==> src/rtl/arm_mul_pkg.sv <==
//------------------------------------------------------------------------------
// arm_mul_pkg : shared op encodings, state type and sizing for the multiplier
// Revision    : 1.0
//------------------------------------------------------------------------------
`default_nettype none

package arm_mul_pkg;

  localparam int MUL_WIDTH = 32;
  localparam int MUL_CNT_W = $clog2(MUL_WIDTH);

  localparam logic [1:0] MUL_OP_MUL   = 2'b00;
  localparam logic [1:0] MUL_OP_UMULL = 2'b01;
  localparam logic [1:0] MUL_OP_SMULL = 2'b10;

  typedef enum logic [1:0] {
    IDLE = 2'd0,
    CALC = 2'd1,
    FIX  = 2'd2,
    DONE = 2'd3
  } mul_state_e;

endpackage

`default_nettype wire

==> src/rtl/arm_mul_if.sv <==
//------------------------------------------------------------------------------
// arm_mul_if : request/result bundle between the core and the multiply unit
// Revision   : 1.0
//------------------------------------------------------------------------------
`default_nettype none

interface arm_mul_if #(
  parameter int WIDTH = 32
);
  logic             start;
  logic [1:0]       op;
  logic             acc_en;
  logic [WIDTH-1:0] a;
  logic [WIDTH-1:0] b;
  logic [WIDTH-1:0] acc_lo;
  logic [WIDTH-1:0] acc_hi;
  logic             busy;
  logic             done;
  logic [WIDTH-1:0] result_lo;
  logic [WIDTH-1:0] result_hi;
  logic             flag_n;
  logic             flag_z;

  modport master (
    output start, op, acc_en, a, b, acc_lo, acc_hi,
    input  busy, done, result_lo, result_hi, flag_n, flag_z
  );

  modport slave (
    input  start, op, acc_en, a, b, acc_lo, acc_hi,
    output busy, done, result_lo, result_hi, flag_n, flag_z
  );
endinterface

`default_nettype wire

==> src/rtl/arm_mul_fsm.sv <==
//------------------------------------------------------------------------------
// arm_mul_fsm : state register, iteration counter and busy/done decode
// Revision    : 1.0
//------------------------------------------------------------------------------
`default_nettype none

module arm_mul_fsm
  import arm_mul_pkg::*;
#(
  parameter int WIDTH = MUL_WIDTH,
  parameter int CNT_W = MUL_CNT_W
) (
  input  logic       clk,
  input  logic       reset,
  input  logic       start,
  output mul_state_e state,
  output logic       busy,
  output logic       done
);

  mul_state_e       state_d, state_q;
  logic [CNT_W-1:0] count_d, count_q;
  logic             busy_q, done_q;

  always_comb begin
    state_d = state_q;
    count_d = count_q;
    case (state_q)
      IDLE: begin
        if (start) begin
          state_d = CALC;
          count_d = '0;
        end
      end
      CALC: begin
        count_d = count_q + 1'b1;
        if (count_q == CNT_W'(WIDTH - 1)) begin
          state_d = FIX;
          count_d = '0;
        end
      end
      FIX:     state_d = DONE;
      DONE:    state_d = IDLE;
      default: state_d = IDLE;
    endcase
  end

  // busy/done are registered from the next state so they line up with state_q
  always_ff @(posedge clk or negedge reset) begin
    if (!reset) begin
      state_q <= IDLE;
      count_q <= '0;
      busy_q  <= 1'b0;
      done_q  <= 1'b0;
    end else begin
      state_q <= state_d;
      count_q <= count_d;
      busy_q  <= (state_d != IDLE);
      done_q  <= (state_d == DONE);
    end
  end

  assign state = state_q;
  assign busy  = busy_q;
  assign done  = done_q;

endmodule

`default_nettype wire

==> src/rtl/arm_mul_unit.sv <==
//------------------------------------------------------------------------------
// arm_mul_unit : radix-2 shift-add MUL/MLA/UMULL/SMULL(+acc) with 34-cycle latency
// Revision     : 1.0
//------------------------------------------------------------------------------
`default_nettype none

module arm_mul_unit
  import arm_mul_pkg::*;
#(
  parameter int WIDTH = MUL_WIDTH
) (
  input  logic     clk,
  input  logic     reset,
  arm_mul_if.slave bus
);

  localparam int PW = 2 * WIDTH;

  mul_state_e state;
  logic       fsm_busy, fsm_done;

  arm_mul_fsm #(
    .WIDTH (WIDTH),
    .CNT_W ($clog2(WIDTH))
  ) u_fsm (
    .clk   (clk),
    .reset (reset),
    .start (bus.start),
    .state (state),
    .busy  (fsm_busy),
    .done  (fsm_done)
  );

  logic [1:0]       op_d, op_q;
  logic             acc_en_d, acc_en_q;
  logic             neg_d, neg_q;
  logic [PW-1:0]    acc_d, acc_q;
  logic [PW-1:0]    mcand_d, mcand_q;
  logic [WIDTH-1:0] mplier_d, mplier_q;
  logic [PW-1:0]    prod_d, prod_q;
  logic [WIDTH-1:0] res_lo_d, res_lo_q, res_hi_d, res_hi_q;
  logic             flag_n_d, flag_n_q, flag_z_d, flag_z_q;

  logic             in_smull, long_q;
  logic [WIDTH-1:0] mag_a, mag_b;
  logic [PW-1:0]    p_signed, p_long;
  logic [WIDTH-1:0] p_short;

  // SMULL runs on magnitudes; 0x80000000 negates to itself, which is the right unsigned magnitude
  always_comb begin
    in_smull = (bus.op == MUL_OP_SMULL);
    mag_a    = (in_smull && bus.a[WIDTH-1]) ? (~bus.a + 1'b1) : bus.a;
    mag_b    = (in_smull && bus.b[WIDTH-1]) ? (~bus.b + 1'b1) : bus.b;
  end

  always_comb begin
    long_q   = (op_q == MUL_OP_UMULL) || (op_q == MUL_OP_SMULL);
    p_signed = neg_q ? (~prod_q + 1'b1) : prod_q;
    p_long   = p_signed + (acc_en_q ? acc_q : '0);
    p_short  = p_signed[WIDTH-1:0] + (acc_en_q ? acc_q[WIDTH-1:0] : '0);
  end

  always_comb begin
    op_d     = op_q;
    acc_en_d = acc_en_q;
    neg_d    = neg_q;
    acc_d    = acc_q;
    mcand_d  = mcand_q;
    mplier_d = mplier_q;
    prod_d   = prod_q;
    res_lo_d = res_lo_q;
    res_hi_d = res_hi_q;
    flag_n_d = flag_n_q;
    flag_z_d = flag_z_q;
    case (state)
      IDLE: begin
        if (bus.start) begin
          op_d     = bus.op;
          acc_en_d = bus.acc_en;
          acc_d    = {bus.acc_hi, bus.acc_lo};
          mcand_d  = {{WIDTH{1'b0}}, mag_a};
          mplier_d = mag_b;
          neg_d    = in_smull && (bus.a[WIDTH-1] ^ bus.b[WIDTH-1]);
          prod_d   = '0;
        end
      end
      CALC: begin
        if (mplier_q[0]) prod_d = prod_q + mcand_q;
        mcand_d  = mcand_q << 1;
        mplier_d = mplier_q >> 1;
      end
      FIX: begin
        if (long_q) begin
          res_lo_d = p_long[WIDTH-1:0];
          res_hi_d = p_long[PW-1:WIDTH];
          flag_n_d = p_long[PW-1];
          flag_z_d = (p_long == '0);
        end else begin
          res_lo_d = p_short;
          res_hi_d = '0;
          flag_n_d = p_short[WIDTH-1];
          flag_z_d = (p_short == '0);
        end
      end
      default: ;
    endcase
  end

  always_ff @(posedge clk or negedge reset) begin
    if (!reset) begin
      op_q     <= '0;
      acc_en_q <= 1'b0;
      neg_q    <= 1'b0;
      acc_q    <= '0;
      mcand_q  <= '0;
      mplier_q <= '0;
      prod_q   <= '0;
      res_lo_q <= '0;
      res_hi_q <= '0;
      flag_n_q <= 1'b0;
      flag_z_q <= 1'b0;
    end else begin
      op_q     <= op_d;
      acc_en_q <= acc_en_d;
      neg_q    <= neg_d;
      acc_q    <= acc_d;
      mcand_q  <= mcand_d;
      mplier_q <= mplier_d;
      prod_q   <= prod_d;
      res_lo_q <= res_lo_d;
      res_hi_q <= res_hi_d;
      flag_n_q <= flag_n_d;
      flag_z_q <= flag_z_d;
    end
  end

  assign bus.busy      = fsm_busy;
  assign bus.done      = fsm_done;
  assign bus.result_lo = res_lo_q;
  assign bus.result_hi = res_hi_q;
  assign bus.flag_n    = flag_n_q;
  assign bus.flag_z    = flag_z_q;

endmodule

`default_nettype wire

==> src/flat_wrapper.sv <==
// flat-port wrapper written by rule: the top's interface ports become plain ports
module arm_mul_unit_flat import arm_mul_pkg::*;
#(
  parameter int WIDTH = MUL_WIDTH
)
  (clk, reset, bus_start, bus_op, bus_acc_en, bus_a, bus_b, bus_acc_lo, bus_acc_hi, bus_busy, bus_done, bus_result_lo, bus_result_hi, bus_flag_n, bus_flag_z);
  arm_mul_if #(.WIDTH(WIDTH)) bus_i ();
  input  logic clk;
  input  logic reset;
  input wire logic [$bits(bus_i.start)-1:0] bus_start;
  input wire logic [$bits(bus_i.op)-1:0] bus_op;
  input wire logic [$bits(bus_i.acc_en)-1:0] bus_acc_en;
  input wire logic [$bits(bus_i.a)-1:0] bus_a;
  input wire logic [$bits(bus_i.b)-1:0] bus_b;
  input wire logic [$bits(bus_i.acc_lo)-1:0] bus_acc_lo;
  input wire logic [$bits(bus_i.acc_hi)-1:0] bus_acc_hi;
  output wire logic [$bits(bus_i.busy)-1:0] bus_busy;
  output wire logic [$bits(bus_i.done)-1:0] bus_done;
  output wire logic [$bits(bus_i.result_lo)-1:0] bus_result_lo;
  output wire logic [$bits(bus_i.result_hi)-1:0] bus_result_hi;
  output wire logic [$bits(bus_i.flag_n)-1:0] bus_flag_n;
  output wire logic [$bits(bus_i.flag_z)-1:0] bus_flag_z;
  assign bus_i.start = bus_start;
  assign bus_i.op = bus_op;
  assign bus_i.acc_en = bus_acc_en;
  assign bus_i.a = bus_a;
  assign bus_i.b = bus_b;
  assign bus_i.acc_lo = bus_acc_lo;
  assign bus_i.acc_hi = bus_acc_hi;
  assign bus_busy = bus_i.busy;
  assign bus_done = bus_i.done;
  assign bus_result_lo = bus_i.result_lo;
  assign bus_result_hi = bus_i.result_hi;
  assign bus_flag_n = bus_i.flag_n;
  assign bus_flag_z = bus_i.flag_z;
  arm_mul_unit #(.WIDTH(WIDTH)) u_core (.clk(clk), .reset(reset), .bus(bus_i));
endmodule
==> config.mk <==
export PLATFORM = sky130hd
export DESIGN_NAME = arm_mul_unit_flat
export DESIGN_NICKNAME = d
export VERILOG_FILES = /design/src/rtl/arm_mul_pkg.sv /design/src/rtl/arm_mul_if.sv /design/src/rtl/arm_mul_fsm.sv /design/src/rtl/arm_mul_unit.sv /design/src/flat_wrapper.sv
export SDC_FILE = /design/constraint.sdc
export NUM_CORES = 1
export LEC_CHECK = 0
export ABC_AREA = 1
export BUFFER_PORTS_ARGS = -buffer_cell sky130_fd_sc_hd__buf_4
export CAP_MARGIN = 25
export CORE_AREA = 2 2 218 220
export DETAILED_ROUTE_END_ITERATION = 16
export DIE_AREA = 0 0 220 222
export PLACE_DENSITY = 0.83
export SLEW_MARGIN = 20
export SYNTH_ARGS = -nofsm -noshare
export SYNTH_HDL_FRONTEND = slang
export SYNTH_HIERARCHICAL = 1
export SYNTH_SLANG_ARGS = --single-unit
==> constraint.sdc <==
create_clock -name clk -period 4.6 [get_ports clk]
set_input_delay 0.46 -clock clk [delete_from_list [all_inputs] [get_ports clk]]
set_output_delay 0.46 -clock clk [all_outputs]
set_load 0.02 [all_outputs]
# After elaboration in Yosys (flattened, before gate mapping)
# Index checks and enable logic that the tools add are counted.
# word_totals
input_bits	134
word_cells	70
output_inout_bits	68
reg_bits	303
# classes
n_mux	22
reduce_logical	12
n_bitwise	4
addsub	7
eq_ne	10
# ops
op	n
$mux W64	5
$pmux W64 S2	2
$mux W32	6
$add A64 B64 Y64	2
$add A32 B1 Y32 const B	2
$add A64 B1 Y64 const B	1
$logic_not A64 Y1	1
$not A32 Y32	2
$not A64 Y64	1
$pmux W32 S2	1
$add A32 B32 Y32	1
$logic_not A32 Y1	1
$eq A2 B2 Y1 const B	5
$mux W5	2
$pmux W5 S2	1
$pmux W2 S4	1
$add A5 B1 Y5 const B	1
$eq A5 B5 Y1 const B	1
$eq A2 B1 Y1 const B	2
$mux W2	2
$reduce_and A2 Y1	2
$reduce_bool A2 Y1	2
$logic_and A1 B1 Y1	3
$reduce_and A3 Y1	1
6 further kinds	7

# Longest topological paths before layout
# Gate-level depths: netlist (run 1).
# depth
depth_word	6
mapped_depth	35

# Modules after synthesis
# Netlist (run 1), hierarchy kept.
# modules_own_cells
mod	cells_each	area_per_inst_um2	instances
arm_mul_unit	3933	24822.6	1
arm_mul_fsm	44	402.9	1

# Worst setup path after synthesis (run 1)
# OpenSTA, ideal clock, no wires.
# synth_timing
path_type	flip-flop to flip-flop
startpoint	register u_core.prod_q[1]
endpoint	register u_core.flag_z_q, in the netlist u_core/bus.flag_z
path_buffers	0
setup_slack_ns	0.987
period_less_slack_ns	3.613
t_arrival_ns	3.547
t_required_ns	4.534
path_stages_with_launch	30
path_cell_list	dfrtp_1 -> inv_1 -> ha_1 -> nand3_1 -> nor3_2 -> nand3_2 -> nor2_2 -> nand4_1 -> nor2_1 -> nand4_1 -> nor3_1 -> a21oi_1 -> xor2_1 -> ha_1 -> nand2_1 -> nor2_1 -> nand2_1 -> nor4_2 -> nand2_1 -> nand2_1 -> nand2_1 -> nand2_1 -> nand2_1 -> nor2_1 -> nand2_1 -> nor2_1 -> nand2_1 -> nand2_1 -> nand2_1 -> nand2_1
# synth_via
elab_chain_len	6
elab_cells_between_ends	8
classes_between	add/sub (3); mux (2); bitwise (1); reduce/logical (2)
# synth_rtl
item	line	source
start, declared	arm_mul_unit.sv:40	logic [PW-1:0] prod_d, prod_q;
start signal, assigned	arm_mul_unit.sv:129	prod_q <= prod_d;
$not A64 Y64	arm_mul_unit.sv:58	p_signed = neg_q ? (~prod_q + 1'b1) : prod_q;
$add A64 B1 Y64	arm_mul_unit.sv:58	
$mux W64 (*)	arm_mul_unit.sv:58	
$add A64 B64 Y64 or $add A32 B32 Y32 (tied branches)	arm_mul_unit.sv:59, arm_mul_unit.sv:60	
$logic_not A64 Y1 or $logic_not A32 Y1 (tied branches)	arm_mul_unit.sv:97, arm_mul_unit.sv:102	
$mux W1 (*)	arm_mul_unit.sv:93	if (long_q) begin
end signal, assigned	arm_mul_unit.sv:133	flag_z_q <= flag_z_d;
end, declared	arm_mul_unit.sv:42	logic flag_n_d, flag_n_q, flag_z_d, flag_z_q;
# Every way passes the cells marked *; elsewhere a longest branch is shown, timed or not.
# A chain may end at the register's enable or synchronous reset.

# Final worst setup path (run 1)
# Same ends and word-level chain as after synthesis.

==> reports/metrics.yaml, run 1 <==
status: "complete, no violations"
grt_pass1_wl_um: 128000
finalWeightedCongestion: 1.05
min_path_type: "in -> reg"
clkPwrFrac: 0.128
cts.sinks: 303
path_class: "reg -> reg"
slew_headroom: 0.433
whs_path_depth: 3
start_util: 0.545
pwr-share-seq: 0.202
switching_share: 0.540
dieHeight_um: 222
syn-cell-area_um2: 25200
path_clk_slew_ns: 0.06
seq_area_um2: 7580
tritoncts: "yes"
critPathMaxFanout: 4
yosys.area.top_type: "dfrtp_1"
first_iter_violations: 2488
pre_cts_slack_ns: 0.0745
die_x_um: 220
hpwl_um: 64700
worstMarginPinSlew_ns: 0.847
detail_route.wl_per_cell_um: 16.9
final_nets: 4453
hold_viol: 0
num_vias: 26204
via_per_inst: 5.44
drc: 0
yosysWarnings: 6
synth_area_per_cell_um2: 6.34
ir_drop_v: 0.000336
setup_violations: 0
synth_most_common_cell: "nand2_1"
area_growth_pct: 16.0
num_rows: 79
stdcell_count: 4817
maxCapViolCount: 0
post-route-worst-setup-slack_ns: 0.184
fin_crit_ns: 4.42
io_buffers: 201
pwr-share-comb: 0.670
ys_seq_area_frac: 0.301
powerDensity_nw_per_um2: 809
slew_violations: 0
placed_cells: 4745
core_um2: 46300
syn_inst: 3977
switching_power_mw: 12.8
drive_gt1_frac: 0.114
fin_crit_sh: 0.960
finClkSkew_ns: 0.0295
ys_ff_latch: 303
yosys-top-cells-count: "nand2_1, inv_1, nor2_1"
grt_max_degree: 100
cts_buffer_depth: 3
clkLatencyLatePin_ns: 0.58
required_ns: 5.09
synth_edf_count: 0
antenna_found_initial: 0
rsz0062_at_grt: "yes"
grt_pass1_vias: 24776
postSynth.asyncResetShare: 1.00
htreeDepth: 2
drt_first_pass_iters: 6
synth_cell_types: 50
fmax_mhz: 226
drt-total-wl_um: 81300
syn-num-nets: 4244
insertedDiodeCount: 0
yosysTopAreaCellShare: 0.301
end_kind: "flop"
cts_inserted_buffers: 35
ant_nets: 0
synth.area.top_cells: "dfrtp_1, nand2_1, inv_1"
die-area_um2: 48800
grt_usage: 0.332
multi_input_area_um2: 15300
ios: 202
post_dp_cell_area_um2: 27600
critPathLaunchType: "flop"
p_leak_nw: 15.7
cp.arrival_ns: 4.91
r2r_cells: 24
fill_cells: 4399
internal_power_mw: 10.9
fin_area_um2: 29300
overflow: 0
cts_root_buffer: "clkbuf_16"
post-route-util: 0.632
synthFlopType: "dfrtp_1"
[critical path: stages (launching register included)]
cell,delay (ns)
dfrtp_1,0.38
buf_4,0.15
nor2_1,0.09
nand2_1,0.14
nor2_4,0.16
nand2_2,0.09
buf_4,0.15
nor2_1,0.13
inv_1,0.07
o31ai_1,0.24
xor2_1,0.28
ha_1,0.38
nand2_2,0.14
inv_1,0.05
nand2_1,0.05
nand2_1,0.07
a21oi_1,0.29
nand3_2,0.28
xnor2_1,0.42
nand2_1,0.11
nor3_1,0.20
nand3_1,0.10
nor2_1,0.21
nand2_1,0.08
nand2_1,0.06
[cell type report]
cell class                      instances  area share
Tap cell                              607      0.0260
Sequential cell                       303       0.259
Multi-Input combinational cell       2946       0.522
Clock buffer                           49      0.0348
Clock inverter                         12     0.00804
Inverter                              641      0.0822
Timing Repair Buffer                  259      0.0681
[placed cells by master, fill, tap and decap left out, drive strengths merged, types with 5 or more instances in the layout]
cell type,count
nand2,1356
inv,640
nor2,395
dfrtp,303
o21ai,271
buf,258
a21oi,200
ha,131
nand3,119
xor2,110
a22oi,60
nor3,50
o22ai,49
clkbuf,49
nand4,32
xnor2,32
nor4,24
nand3b,22
o21bai,13
a31oi,11
o31ai,11
o21a,10
a21o,8
and2,8
or2,8
o211ai,7
clkinv,7
bufinv,5
a21boi,5
[cell families (layout without fill, tap and decap cells)]
group / count (synthesis) / count (layout) / synth area share
and+or+nand+nor: 2019 / 2019 / 0.329
buffers and inverters: 728 / 961 / 0.108
AOI/OAI and AO/OA: 652 / 652 / 0.146
DFF: 303 / 303 / 0.301
xor gates and xnor gates: 142 / 142 / 0.0493
adders and majority gates: 133 / 133 / 0.0666
[power groups by stage]
| stage | combinational (mW) | sequential [mW] | clock, mW |
|---|---|---|---|
| after floorplan | 10.4 | 4.48 | 0 |
| after global placement | 14.8 | 4.72 | 0 |
| after detailed placement | 14.9 | 4.74 | 0 |
| after CTS | 15.0 | 4.72 | 3.07 |
| after global routing | 17.5 | 4.87 | 3.16 |
| final | 15.9 | 4.77 | 3.03 |
[sequential cells by signal (all words and copies together), names as in the netlist]
signal and count:
u_core/u_fsm/count_q 5, u_core/acc_en_q 1, u_core/bus.result_hi 32, u_core/u_fsm/state 2, u_core/acc_q 64, u_core/prod_q 64
u_core/u_fsm/done 1, u_core/u_fsm/busy 1, u_core/bus.result_lo 32, u_core/mcand_q 64, u_core/mplier_q 32, u_core/bus.flag_z 1
u_core/bus.flag_n 1, u_core/op_q 2, u_core/neg_q 1
[worst paths after layout]
path / from / end / slack (ns)
hold reg to reg: u_core/acc_q[40] / u_core/acc_q[40] / 0.48
hold / removal: bus_acc_lo[21] / u_core/acc_q[21] / 0.08
setup reg to reg: u_core/prod_q[1] / u_core/bus.flag_z / 0.18
setup / recovery: u_core/prod_q[1] / u_core/bus.flag_z / 0.18
min in group asynchronous: reset / u_core/mplier_q[16] / 0.46
max in group asynchronous: reset / u_core/mcand_q[55] / 2.98
[repair_timing]
item	CTS	global route
hold buffers	1	0
setup endpoints to repair	0	8
gates resized for setup	0	94
endpoints found under the hold margin	84	0
buffers inserted	0	10
[metal layers]
| metal | part of all wire | wire length (um) | GRT usage |
|---|---|---|---|
| met5 | 0 | 0 | 0 |
| met3 | 0.070 | 5680 | 0.0359 |
| met4 | 0.048 | 3890 | 0.150 |
| met2 | 0.45 | 36400 | 0.531 |
| met1 | 0.43 | 35300 | 0.450 |
[through the flow]
step	hold slack [ns]	power, mW	TNS, ns
5_1_grt	0.0833	25.5	-0.0781
6_report	0.0792	23.7	0
3_5_place_dp	0.465	19.6	0
2_1_floorplan	0.164	14.9	0
4_1_cts	0.0597	22.8	0
3_3_place_gp	0.463	19.5	0
Power figures use the tool's default switching activity.
==> inputs of run 2 (changes only) <==
GPL_TIMING_DRIVEN = 1   (was default)
PLACE_DENSITY = 0.78   (was 0.83)
==> reports/metrics.yaml, run 2 (synthesis gave the netlist of run 1 again) <==
fill_cells: 4441  # was 4399
hpwl_um: 65100  # was 64700 um
tritoncts: "yes"  # unchanged
cts_buffer_depth: 3  # unchanged
r2r_end: "u_core/bus.flag_z"  # unchanged
powerDensity_nw_per_um2: 806  # was 809 nW/um2
fmax_mhz: 229  # was 226 MHz
path_class: "reg -> reg"  # unchanged
hold_end: "u_core/acc_q[7]"  # was u_core/acc_q[21]
stdcell_count: 4808  # was 4817
path_clk_slew_ns: 0.06  # about the same
cp.arrival_ns: 4.85  # was 4.91 ns
r2r_cells: 28  # was 24
min_path_type: "in -> reg"  # unchanged
cp_slowest_stage_delay_ns: 0.42  # about the same
dieHeight_um: 222  # unchanged
grt_max_degree: 94  # was 100
whs_path_depth: 3  # unchanged
ir_drop_v: 0.000342  # was 0.000336 V
core_um2: 46300  # unchanged
detail_route.wl_per_cell_um: 16.9  # about the same
slew_violations: 0  # unchanged
layout_commonest_cell: "nand2_1"  # unchanged
cts_root_buffer: "clkbuf_16"  # unchanged
num_vias: 25974  # was 26204
end_kind: "flop"  # unchanged
grt_pass1_vias: 24413  # was 24776
final_nets: 4444  # was 4453
io_buffers: 201  # unchanged
worstSetupPathDepth: 28  # was 24
grt_usage: 0.332  # about the same
placed_cells: 4733  # was 4745
first_iter_violations: 2352  # was 2488
p_leak_nw: 15.7  # about the same
drc: 0  # unchanged
drt-total-wl_um: 81200  # was 81300 um
die-area_um2: 48800  # unchanged
ant_nets: 0  # unchanged
critPathBufInv: 3  # was 4
maxCapViolCount: 0  # unchanged
crit_top_cell: "nand2_1"  # unchanged
layout_common_cells: "nand2_1, inv_1, nor2_1"  # unchanged
status: "complete, no violations"  # unchanged
top_regs: "u_core/acc_q (64), u_core/mcand_q (64), u_core/prod_q (64)"  # unchanged
drive_gt1_frac: 0.124  # was 0.114
fin_crit_ns: 4.36  # was 4.42 ns
num_rows: 79  # unchanged
setup_tns_ns: 0  # unchanged
setup_violations: 0  # unchanged
insertedDiodeCount: 0  # unchanged
holdWs_ns: 0.0911  # was 0.0792 ns
rrSetupSlack_ns: 0.24  # was 0.18 ns
rr_startpoint: "u_core/prod_q[1]"  # unchanged
ios: 202  # unchanged
area_growth_pct: 16.4  # was 16.0%
finalWeightedCongestion: 1.03  # was 1.05
critPathLaunchType: "flop"  # unchanged
finClkSkew_ns: 0.0245  # was 0.0295 ns
worstMarginPinSlew_ns: 0.852  # was 0.847 ns
grt_pass1_wl_um: 128000  # about the same
cp_slowest_cell: "dfrtp_1"  # was xnor2_1
die_x_um: 220  # unchanged
slew_headroom: 0.430  # was 0.433
fin_crit_sh: 0.948  # was 0.960
critPathMaxFanout: 4  # unchanged
power.total_mw: 23.7  # about the same
overflow: 0  # unchanged
cts_inserted_buffers: 34  # was 35
htreeDepth: 2  # unchanged
cts.sinks: 303  # unchanged
min_from: "bus_acc_lo[7]"  # was bus_acc_lo[21]
cp_top_family: "simple AND/OR/NAND/NOR gates"  # unchanged
start_util: 0.545  # unchanged
antenna_found_initial: 0  # unchanged
drt_first_pass_iters: 5  # was 6
required_ns: 5.09  # about the same
hold_viol: 0  # unchanged
clkLatencyLatePin_ns: 0.57  # was 0.58 ns
via_per_inst: 5.40  # was 5.44
run 2: changes by cell type in the layout (fill, tap and decap cells not counted), sizes merged:
cell	previous run	this run
clkinvlp	1	3
clkinv	7	10
clkbuf	49	46
buf	258	250
bufinv	5	2
run 2: layout make-up:
cell class	instances	area, um2	area share
Multi-Input combinational cell	2946	15500	0.528
Sequential cell	303	7580	0.258
Inverter	641	2410	0.0820
Timing Repair Buffer	251	1950	0.0665
Clock buffer	46	1010	0.0343
Tap cell	607	759	0.0259
Clock inverter	14	154	0.00524
run 2: worst min-delay path: stages:
cell and delay (ns):
buf_4 0.08, nand2_1 0.04, nand2_1 0.04
run 2: worst max-delay path by stage:
stage | startpoint | to | slack, ns
floorplan | u_core/prod_q[1] | u_core/bus.flag_z | 0.99
global placement | u_core/prod_q[1] | u_core/bus.flag_z | 0.15
detailed placement | u_core/prod_q[1] | u_core/bus.flag_z | 0.10
CTS | u_core/prod_q[1] | u_core/bus.flag_z | 0.06
global route | u_core/prod_q[1] | u_core/bus.flag_z | -0.05
finish | u_core/prod_q[1] | u_core/bus.flag_z | 0.24
run 2: routing by layer:
metal | track usage | part of all wire | vias to the layer above
met4 | 0.139 | 0.046 | 0
met5 | 0 | 0 | -
met1 | 0.461 | 0.45 | 11924
li1 | - | - | 13020
met2 | 0.527 | 0.44 | 853
met3 | 0.0353 | 0.062 | 177
run 2: through the flow:
stage	cell area [um2]	setup WS, ns	util
final	29400	0.239	0.634
after global placement	27500	0.150	0.595
after detailed placement	27500	0.102	0.595
after CTS	28700	0.0556	0.620
after global routing	29400	-0.0486	0.634
after floorplan	25200	0.987	-
run 2: what timing repair did:
action / CTS / global route
hold endpoints to repair: 90 / 0
hold buffers: 1 / 0
endpoints found under the setup margin: 0 / 8
buffers inserted: 0 / 13
gates resized for setup: 0 / 152
run 2: where the power goes:
part	switching, mW	internal (mW)
combinational	10.8	5.31
clock	1.17	1.66
sequential	1.03	3.73
